### config.mk
export PLATFORM = sky130hd
export DESIGN_NAME = router_dest_reader
export DESIGN_NICKNAME = d
export VERILOG_FILES = /design/src/rtl/router_dest_reader.sv
export SDC_FILE = /design/constraint.sdc
export NUM_CORES = 1
export LEC_CHECK = 0
export CORE_UTILIZATION = 50
export CTS_CLUSTER_SIZE = 30
export DETAILED_ROUTE_END_ITERATION = 16
export PLACE_DENSITY = 0.82
export REMOVE_ABC_BUFFERS = 1
export SYNTH_ARGS = -nofsm -noshare
export SYNTH_HDL_FRONTEND = slang
export SYNTH_SLANG_ARGS = --single-unit
### constraint.sdc
create_clock -name clock -period 4.15 [get_ports clock]
set_input_delay 0.83 -clock clock [delete_from_list [all_inputs] [get_ports clock]]
set_output_delay 0.83 -clock clock [all_outputs]
set_load 0.02 [all_outputs]
### src/rtl/router_dest_reader.sv
// router_dest_reader
//   Destination-side reader for one router output port. Sees the port's
//   vld_out, raises read_enb before the router's soft-reset window closes,
//   drains one packet (header, payload, parity), streams the payload bytes
//   to the local client and checks length and parity.
//
//   Packet: header = {len[5:0], addr[1:0]}, len payload bytes, then parity
//   byte = XOR of header and payload.
//
// Parameters
//   DATA_W    byte width (>= 8)
//   READ_DLY  cycles from sampling vld_out=1 to raising read_enb (0..MAX_WAIT-2)
//   MAX_WAIT  router soft-reset window in cycles
//
// Ports
//   clock        in   rising-edge clock
//   resetn       in   asynchronous active-low reset
//   vld_out      in   router FIFO not empty
//   data_out     in   router FIFO read data, valid the cycle after a read
//   hold         in   client stall, only defers the start of a read
//   read_enb     out  FIFO read enable
//   rd_byte      out  payload byte
//   rd_byte_vld  out  rd_byte valid this cycle
//   hdr_addr     out  address of current/last packet
//   hdr_len      out  length of current/last packet
//   pkt_done     out  one-cycle pulse on packet completion
//   parity_err   out  one-cycle pulse with pkt_done on parity mismatch
//   trunc_err    out  one-cycle pulse when vld_out drops mid-read
//   timeout      out  one-cycle pulse when the wait window expires
//   busy         out  high whenever the reader is not idle
//
// state   | meaning
// IDLE    | nothing pending, watching vld_out
// WAIT    | data seen, counting the read delay / stalled by hold
// READ    | read_enb issued, capturing header, payload, parity
// BLOCKED | window expired, router is flushing; wait for vld_out low

module router_dest_reader #(
  parameter int DATA_W   = 8,
  parameter int READ_DLY = 2,
  parameter int MAX_WAIT = 30
) (
  input  logic              clock,
  input  logic              resetn,
  input  logic              vld_out,
  input  logic [DATA_W-1:0] data_out,
  input  logic              hold,
  output logic              read_enb,
  output logic [DATA_W-1:0] rd_byte,
  output logic              rd_byte_vld,
  output logic [1:0]        hdr_addr,
  output logic [5:0]        hdr_len,
  output logic              pkt_done,
  output logic              parity_err,
  output logic              trunc_err,
  output logic              timeout,
  output logic              busy
);

  localparam int CNT_W = $clog2(MAX_WAIT + 1);
  localparam logic [CNT_W-1:0] DLY_LAST  = CNT_W'(READ_DLY);
  localparam logic [CNT_W-1:0] WAIT_LAST = CNT_W'(MAX_WAIT - 1);

  typedef enum logic [1:0] {
    ST_IDLE,
    ST_WAIT,
    ST_READ,
    ST_BLOCKED
  } state_t;

  state_t state, state_nxt;

  // dly_cnt / wait_cnt hold the index of the last edge counted since E0,
  // so the edge being evaluated is index cnt+1.
  logic [CNT_W-1:0]  dly_cnt, dly_cnt_nxt, dly_inc;
  logic [CNT_W-1:0]  wait_cnt, wait_cnt_nxt, wait_inc;
  logic [6:0]        cap_idx, cap_idx_nxt;
  logic [5:0]        rem, rem_nxt;
  logic [DATA_W-1:0] par, par_nxt, par_upd;
  // data_vld: the FIFO sampled read_enb=1 on the previous edge, so
  // data_out carries a fresh byte this cycle.
  logic              data_vld, data_vld_nxt;

  logic              read_enb_nxt;
  logic [DATA_W-1:0] rd_byte_nxt;
  logic              rd_byte_vld_nxt;
  logic [1:0]        hdr_addr_nxt;
  logic [5:0]        hdr_len_nxt;
  logic              pkt_done_nxt;
  logic              parity_err_nxt;
  logic              trunc_err_nxt;
  logic              timeout_nxt;

  assign busy = (state != ST_IDLE);

  always_ff @(posedge clock or negedge resetn) begin
    if (!resetn) state <= ST_IDLE;
    else         state <= state_nxt;
  end

  always_comb begin
    state_nxt       = state;
    dly_cnt_nxt     = dly_cnt;
    wait_cnt_nxt    = wait_cnt;
    cap_idx_nxt     = cap_idx;
    rem_nxt         = rem;
    par_nxt         = par;
    data_vld_nxt    = 1'b0;
    read_enb_nxt    = 1'b0;
    rd_byte_nxt     = rd_byte;
    rd_byte_vld_nxt = 1'b0;
    hdr_addr_nxt    = hdr_addr;
    hdr_len_nxt     = hdr_len;
    pkt_done_nxt    = 1'b0;
    parity_err_nxt  = 1'b0;
    trunc_err_nxt   = 1'b0;
    timeout_nxt     = 1'b0;

    dly_inc  = (dly_cnt == DLY_LAST) ? dly_cnt : dly_cnt + 1'b1;
    wait_inc = wait_cnt + 1'b1;
    par_upd  = par ^ data_out;

    case (state)
      ST_IDLE: begin
        if (vld_out) begin
          dly_cnt_nxt  = '0;
          wait_cnt_nxt = '0;
          // With no read delay the read can start on E0 itself.
          if ((DLY_LAST == '0) && !hold) begin
            state_nxt    = ST_READ;
            read_enb_nxt = 1'b1;
            cap_idx_nxt  = '0;
            rem_nxt      = '0;
            par_nxt      = '0;
          end else begin
            state_nxt = ST_WAIT;
          end
        end
      end

      ST_WAIT: begin
        if (!vld_out) begin
          state_nxt    = ST_IDLE;
          dly_cnt_nxt  = '0;
          wait_cnt_nxt = '0;
        end else if (wait_inc == WAIT_LAST) begin
          // Expiry wins over a read that would start on the same edge:
          // the router's timer is about to fire anyway.
          state_nxt    = ST_BLOCKED;
          timeout_nxt  = 1'b1;
          dly_cnt_nxt  = '0;
          wait_cnt_nxt = '0;
        end else if ((dly_inc == DLY_LAST) && !hold) begin
          state_nxt    = ST_READ;
          read_enb_nxt = 1'b1;
          cap_idx_nxt  = '0;
          rem_nxt      = '0;
          par_nxt      = '0;
          dly_cnt_nxt  = '0;
          wait_cnt_nxt = '0;
        end else begin
          dly_cnt_nxt  = dly_inc;
          wait_cnt_nxt = wait_inc;
        end
      end

      ST_READ: begin
        if (read_enb && !vld_out) begin
          state_nxt     = ST_IDLE;
          trunc_err_nxt = 1'b1;
          cap_idx_nxt   = '0;
          rem_nxt       = '0;
        end else begin
          data_vld_nxt = read_enb;

          // Read-enable length: the header edge already accounts for two
          // FIFO reads (header and this one), so len more remain.
          if (read_enb) begin
            read_enb_nxt = 1'b1;
            if (data_vld) begin
              if (cap_idx == '0) begin
                rem_nxt      = data_out[7:2];
                read_enb_nxt = (data_out[7:2] != 6'd0);
              end else begin
                rem_nxt      = rem - 1'b1;
                read_enb_nxt = (rem != 6'd1);
              end
            end
          end

          if (data_vld) begin
            cap_idx_nxt = cap_idx + 1'b1;
            par_nxt     = par_upd;
            if (cap_idx == '0) begin
              hdr_addr_nxt = data_out[1:0];
              hdr_len_nxt  = data_out[7:2];
            end else if (cap_idx <= {1'b0, hdr_len}) begin
              rd_byte_nxt     = data_out;
              rd_byte_vld_nxt = 1'b1;
            end else begin
              // Parity byte: the running XOR including it must be zero.
              pkt_done_nxt   = 1'b1;
              parity_err_nxt = (par_upd != '0);
              state_nxt      = ST_IDLE;
              cap_idx_nxt    = '0;
            end
          end
        end
      end

      ST_BLOCKED: begin
        if (!vld_out) state_nxt = ST_IDLE;
      end

      default: state_nxt = ST_IDLE;
    endcase
  end

  always_ff @(posedge clock or negedge resetn) begin
    if (!resetn) begin
      dly_cnt     <= '0;
      wait_cnt    <= '0;
      cap_idx     <= '0;
      rem         <= '0;
      par         <= '0;
      data_vld    <= 1'b0;
      read_enb    <= 1'b0;
      rd_byte     <= '0;
      rd_byte_vld <= 1'b0;
      hdr_addr    <= '0;
      hdr_len     <= '0;
      pkt_done    <= 1'b0;
      parity_err  <= 1'b0;
      trunc_err   <= 1'b0;
      timeout     <= 1'b0;
    end else begin
      dly_cnt     <= dly_cnt_nxt;
      wait_cnt    <= wait_cnt_nxt;
      cap_idx     <= cap_idx_nxt;
      rem         <= rem_nxt;
      par         <= par_nxt;
      data_vld    <= data_vld_nxt;
      read_enb    <= read_enb_nxt;
      rd_byte     <= rd_byte_nxt;
      rd_byte_vld <= rd_byte_vld_nxt;
      hdr_addr    <= hdr_addr_nxt;
      hdr_len     <= hdr_len_nxt;
      pkt_done    <= pkt_done_nxt;
      parity_err  <= parity_err_nxt;
      trunc_err   <= trunc_err_nxt;
      timeout     <= timeout_nxt;
    end
  end

endmodule
==> results.sh <==
export IMPL_ctsHoldBuffers=0
export IMPL_timing_critical_path_cells="clkdlybuf4s50_1 > nand2_1 > a41oi_1 > o31ai_2 > o22a_4 > nor3_1 > mux2_2"
export IMPL_synth_yosys_warnings=0
export IMPL_critPathBufInv=1
export IMPL_worst_ep_required_time_ns=4.39
export IMPL_first_pass_iters=5
export IMPL_remaining_drc_errors=0
export IMPL_nFillCells=506
export IMPL_reg_clk_slew_reported_paths_ns=0.10
export IMPL_cts_inserted_buffers=5
export IMPL_min_path_type="reg2reg"
export IMPL_final_setup_worst_slack_ns=1.143
export IMPL_timing_setup_critical_path_class="in2reg"
export IMPL_number_of_vias_after_detailed_routing=2596
export IMPL_period_minus_slack_ns=3.007
export IMPL_worstSkewPairLatency_ns=0.30
export IMPL_cts_num_sinks=56
export IMPL_synth_area_mm2=0.003216
export IMPL_worst_path_stages=7
export IMPL_timing_critical_path_max_delay_family="compound AO/OA/AOI/OAI gates"
export IMPL_worstRegToRegCells=8
export IMPL_max_freq_mhz=332.6
export IMPL_port_buffers=34
export IMPL_initial_utilization=0.5306
export IMPL_hold_violations=0
export IMPL_seq_area_frac_synth=0.4358
export IMPL_max_cap_viol_count=0
export IMPL_synth_edf_count=0
export IMPL_antenna_found_initial=0
export IMPL_mostFrequentLayoutCells="sky130_fd_sc_hd__dfrtp_1 (56), sky130_fd_sc_hd__nand2_1 (36), sky130_fd_sc_hd__clkdlybuf4s50_1 (33), sky130_fd_sc_hd__nand3_1 (24), sky130_fd_sc_hd__inv_1 (19)"
export IMPL_worst_hold_path_num_cells=1
export IMPL_power_density_cells_mw_per_mm2=460.6
export IMPL_mostFrequentLayoutCell="sky130_fd_sc_hd__dfrtp_1"
export IMPL_highest_signal_layer="met4"
export IMPL_postSynthCellCount=324
export IMPL_grt_overflow=0
export IMPL_met1_length_um=3177
export IMPL_met2_wirelength_um=3319
export IMPL_grt_setup_unrepaired="no"
export IMPL_nNetsFinal=387
export IMPL_fraction_of_layout_instances_using_a_drive_strength_above_1=0.1034
export IMPL_grt_pass1_vias=2465
export IMPL_cell_area_after_placement_mm2=0.003606
export IMPL_gp_congestion=0.8746
export IMPL_hpwlAfterDp_um=5060
export IMPL_core_rowCount=28
export IMPL_power_ir_vdd_worst_mv=0.2324
export IMPL_synth_top_flop_cell="sky130_fd_sc_hd__dfrtp_1"
export IMPL_io_pins=35
export IMPL_die_area_mm2=0.006756
export IMPL_design_area_mm2=0.003700
export IMPL_worst_path_max_delay_cell="sky130_fd_sc_hd__clkdlybuf4s50_1"
export IMPL_post_synth_cell_area_avg_um2=9.925
export IMPL_slew_headroom=0.4883
export IMPL_hold_ws_ns=0.5138
export IMPL_tightest_slew_ns=0.7463
export IMPL_timing_final_crit_share=0.7246
export IMPL_cts_htree_levels=2
export IMPL_endpoint_arrival_time_on_the_critical_path_ns=3.25
export IMPL_detail_route_wirelength_um=6972
export IMPL_maximum_fanout_encountered_on_the_critical_timing_path=22
export IMPL_postCtsSetupBuffers=0
export IMPL_critical_path_startpoint_type="input pin"
export IMPL_timing_critical_path_slowest_cell_delay_ns=0.59
export IMPL_dp_worst_setup_slack_ns=0.9192
export IMPL_area_growth_syn_to_layout_pct=15.06
export IMPL_max_clock_path_buffers=2
export IMPL_synthDistinctLibCells=51
export IMPL_floorplan_core_area_mm2=0.006061
export IMPL_routed_wl_met3_um=378
export IMPL_drt_first_iter_violations=211
export IMPL_critical_path_end_type="register"
export IMPL_fp_dieW_um=82.20
export IMPL_ys_seq_elements=56
export IMPL_fin_setup_tns_ns=0
export IMPL_final_setup_skew_ns=0.004890
export IMPL_count_of_antenna_violating_nets_left_after_detailed_routing=0
export IMPL_cts_tree="done"
export IMPL_maximum_number_of_pins_on_one_net_before_global_route_repair=34
export IMPL_via_per_inst=5.995
export IMPL_grt_util_all_layers=0.2226
export IMPL_chipHeight_um=82.20
export IMPL_status="finished, final reports clean"
export IMPL_cts_resized=0
export IMPL_setup_violations=0
export IMPL_grt_pass1_wl_um=11510
export IMPL_power_leakage_nw=1.654
export IMPL_final_max_slew_viol_count=0
export IMPL_synthArstFlopShare=1.000
export IMPL_clock_tree_root_cell="sky130_fd_sc_hd__clkbuf_8"
export IMPL_final_core_util=0.6104
export IMPL_routed_wire_length_per_instance_um=16.10
export IMPL_diodes=0
[worst reg2reg max path, stage by stage (launching register included)]
cell and delay, ns:
sky130_fd_sc_hd__dfrtp_1 0.44, sky130_fd_sc_hd__inv_1 0.15, sky130_fd_sc_hd__ha_1 0.17, sky130_fd_sc_hd__or4b_4 0.50
sky130_fd_sc_hd__a211oi_2 0.24, sky130_fd_sc_hd__o211ai_2 0.18, sky130_fd_sc_hd__o22a_4 0.33, sky130_fd_sc_hd__nor3_1 0.60
sky130_fd_sc_hd__mux2_2 0.29
[routing by layer]
metal | up-vias | track usage
li1 | 1231 | -
met5 | - | 0
met4 | 0 | 0.06491
met3 | 12 | 0.03407
met2 | 85 | 0.3595
met1 | 1268 | 0.3089
[per-stage QoR]
stage,power (W),std cells
floorplan,0.001191,314
global placement,0.001367,425
global route,0.001830,433
finish,0.001704,433
detailed placement,0.001393,425
CTS,0.001704,433
[state kept, by name (all words and copies together) (netlist names)]
register	count
par	8
rd_byte	8
cap_idx	7
hdr_len	6
rem	6
dly_cnt	5
wait_cnt	5
hdr_addr	2
state	2
data_vld	1
parity_err	1
pkt_done	1
rd_byte_vld	1
read_enb	1
timeout	1
trunc_err	1
[power breakdown]
group          internal [W]  switching, W
combinational      0.000279      0.000473
sequential         0.000594     0.0000521
clock              0.000136      0.000170
total               0.00101      0.000695
[synthesized netlist by cell type, drive strengths merged (4+ instances only)]
cell	number	share of area
mux2	18	0.063
o21ai	20	0.031
nor2b	7	0.014
xor2	14	0.038
or4	10	0.023
nor3	6	0.0093
nand2	36	0.042
o41ai	6	0.016
ha	18	0.070
clkbuf	7	0.0082
o31ai	4	0.015
nand3	24	0.037
nor2	13	0.015
and3	5	0.0097
dfrtp	56	0.44
a22o	6	0.016
a21oi	8	0.012
inv	19	0.022
[layout make-up]
class	instances	area, um^2	area share
multi-input cells	239	1689	0.4565
clock inverters	1	7.507	0.002029
flip-flops and latches	56	1401	0.3788
clock buffers	7	86.33	0.02333
well taps	75	93.84	0.02536
inverters	19	71.32	0.01928
repair buffers	36	350.3	0.09469
[final timing paths]
check                           startpoint          to  slack, ns
worst max-delay path               vld_out  cap_idx[0]       1.14
worst min-delay path            rd_byte[5]  rd_byte[5]       0.51
worst max register to register  dly_cnt[0]  cap_idx[0]       1.19
worst min register to register  rd_byte[5]  rd_byte[5]       0.51
max in group asynchronous           resetn  hdr_len[1]       2.81
min in group asynchronous           resetn  hdr_len[2]       0.57
[cell families after synthesis]
kind of cell               share of synthesized area
AOI/OAI and AO/OA                             0.1459
xor gates and xnor gates                     0.03813
adders and majority gates                    0.07004
buffers and inverters                        0.03891
DFF                                           0.4358
muxes                                        0.07237
and+or+nand+nor                               0.1988
Note: power is estimated with default switching activity, not from simulation.
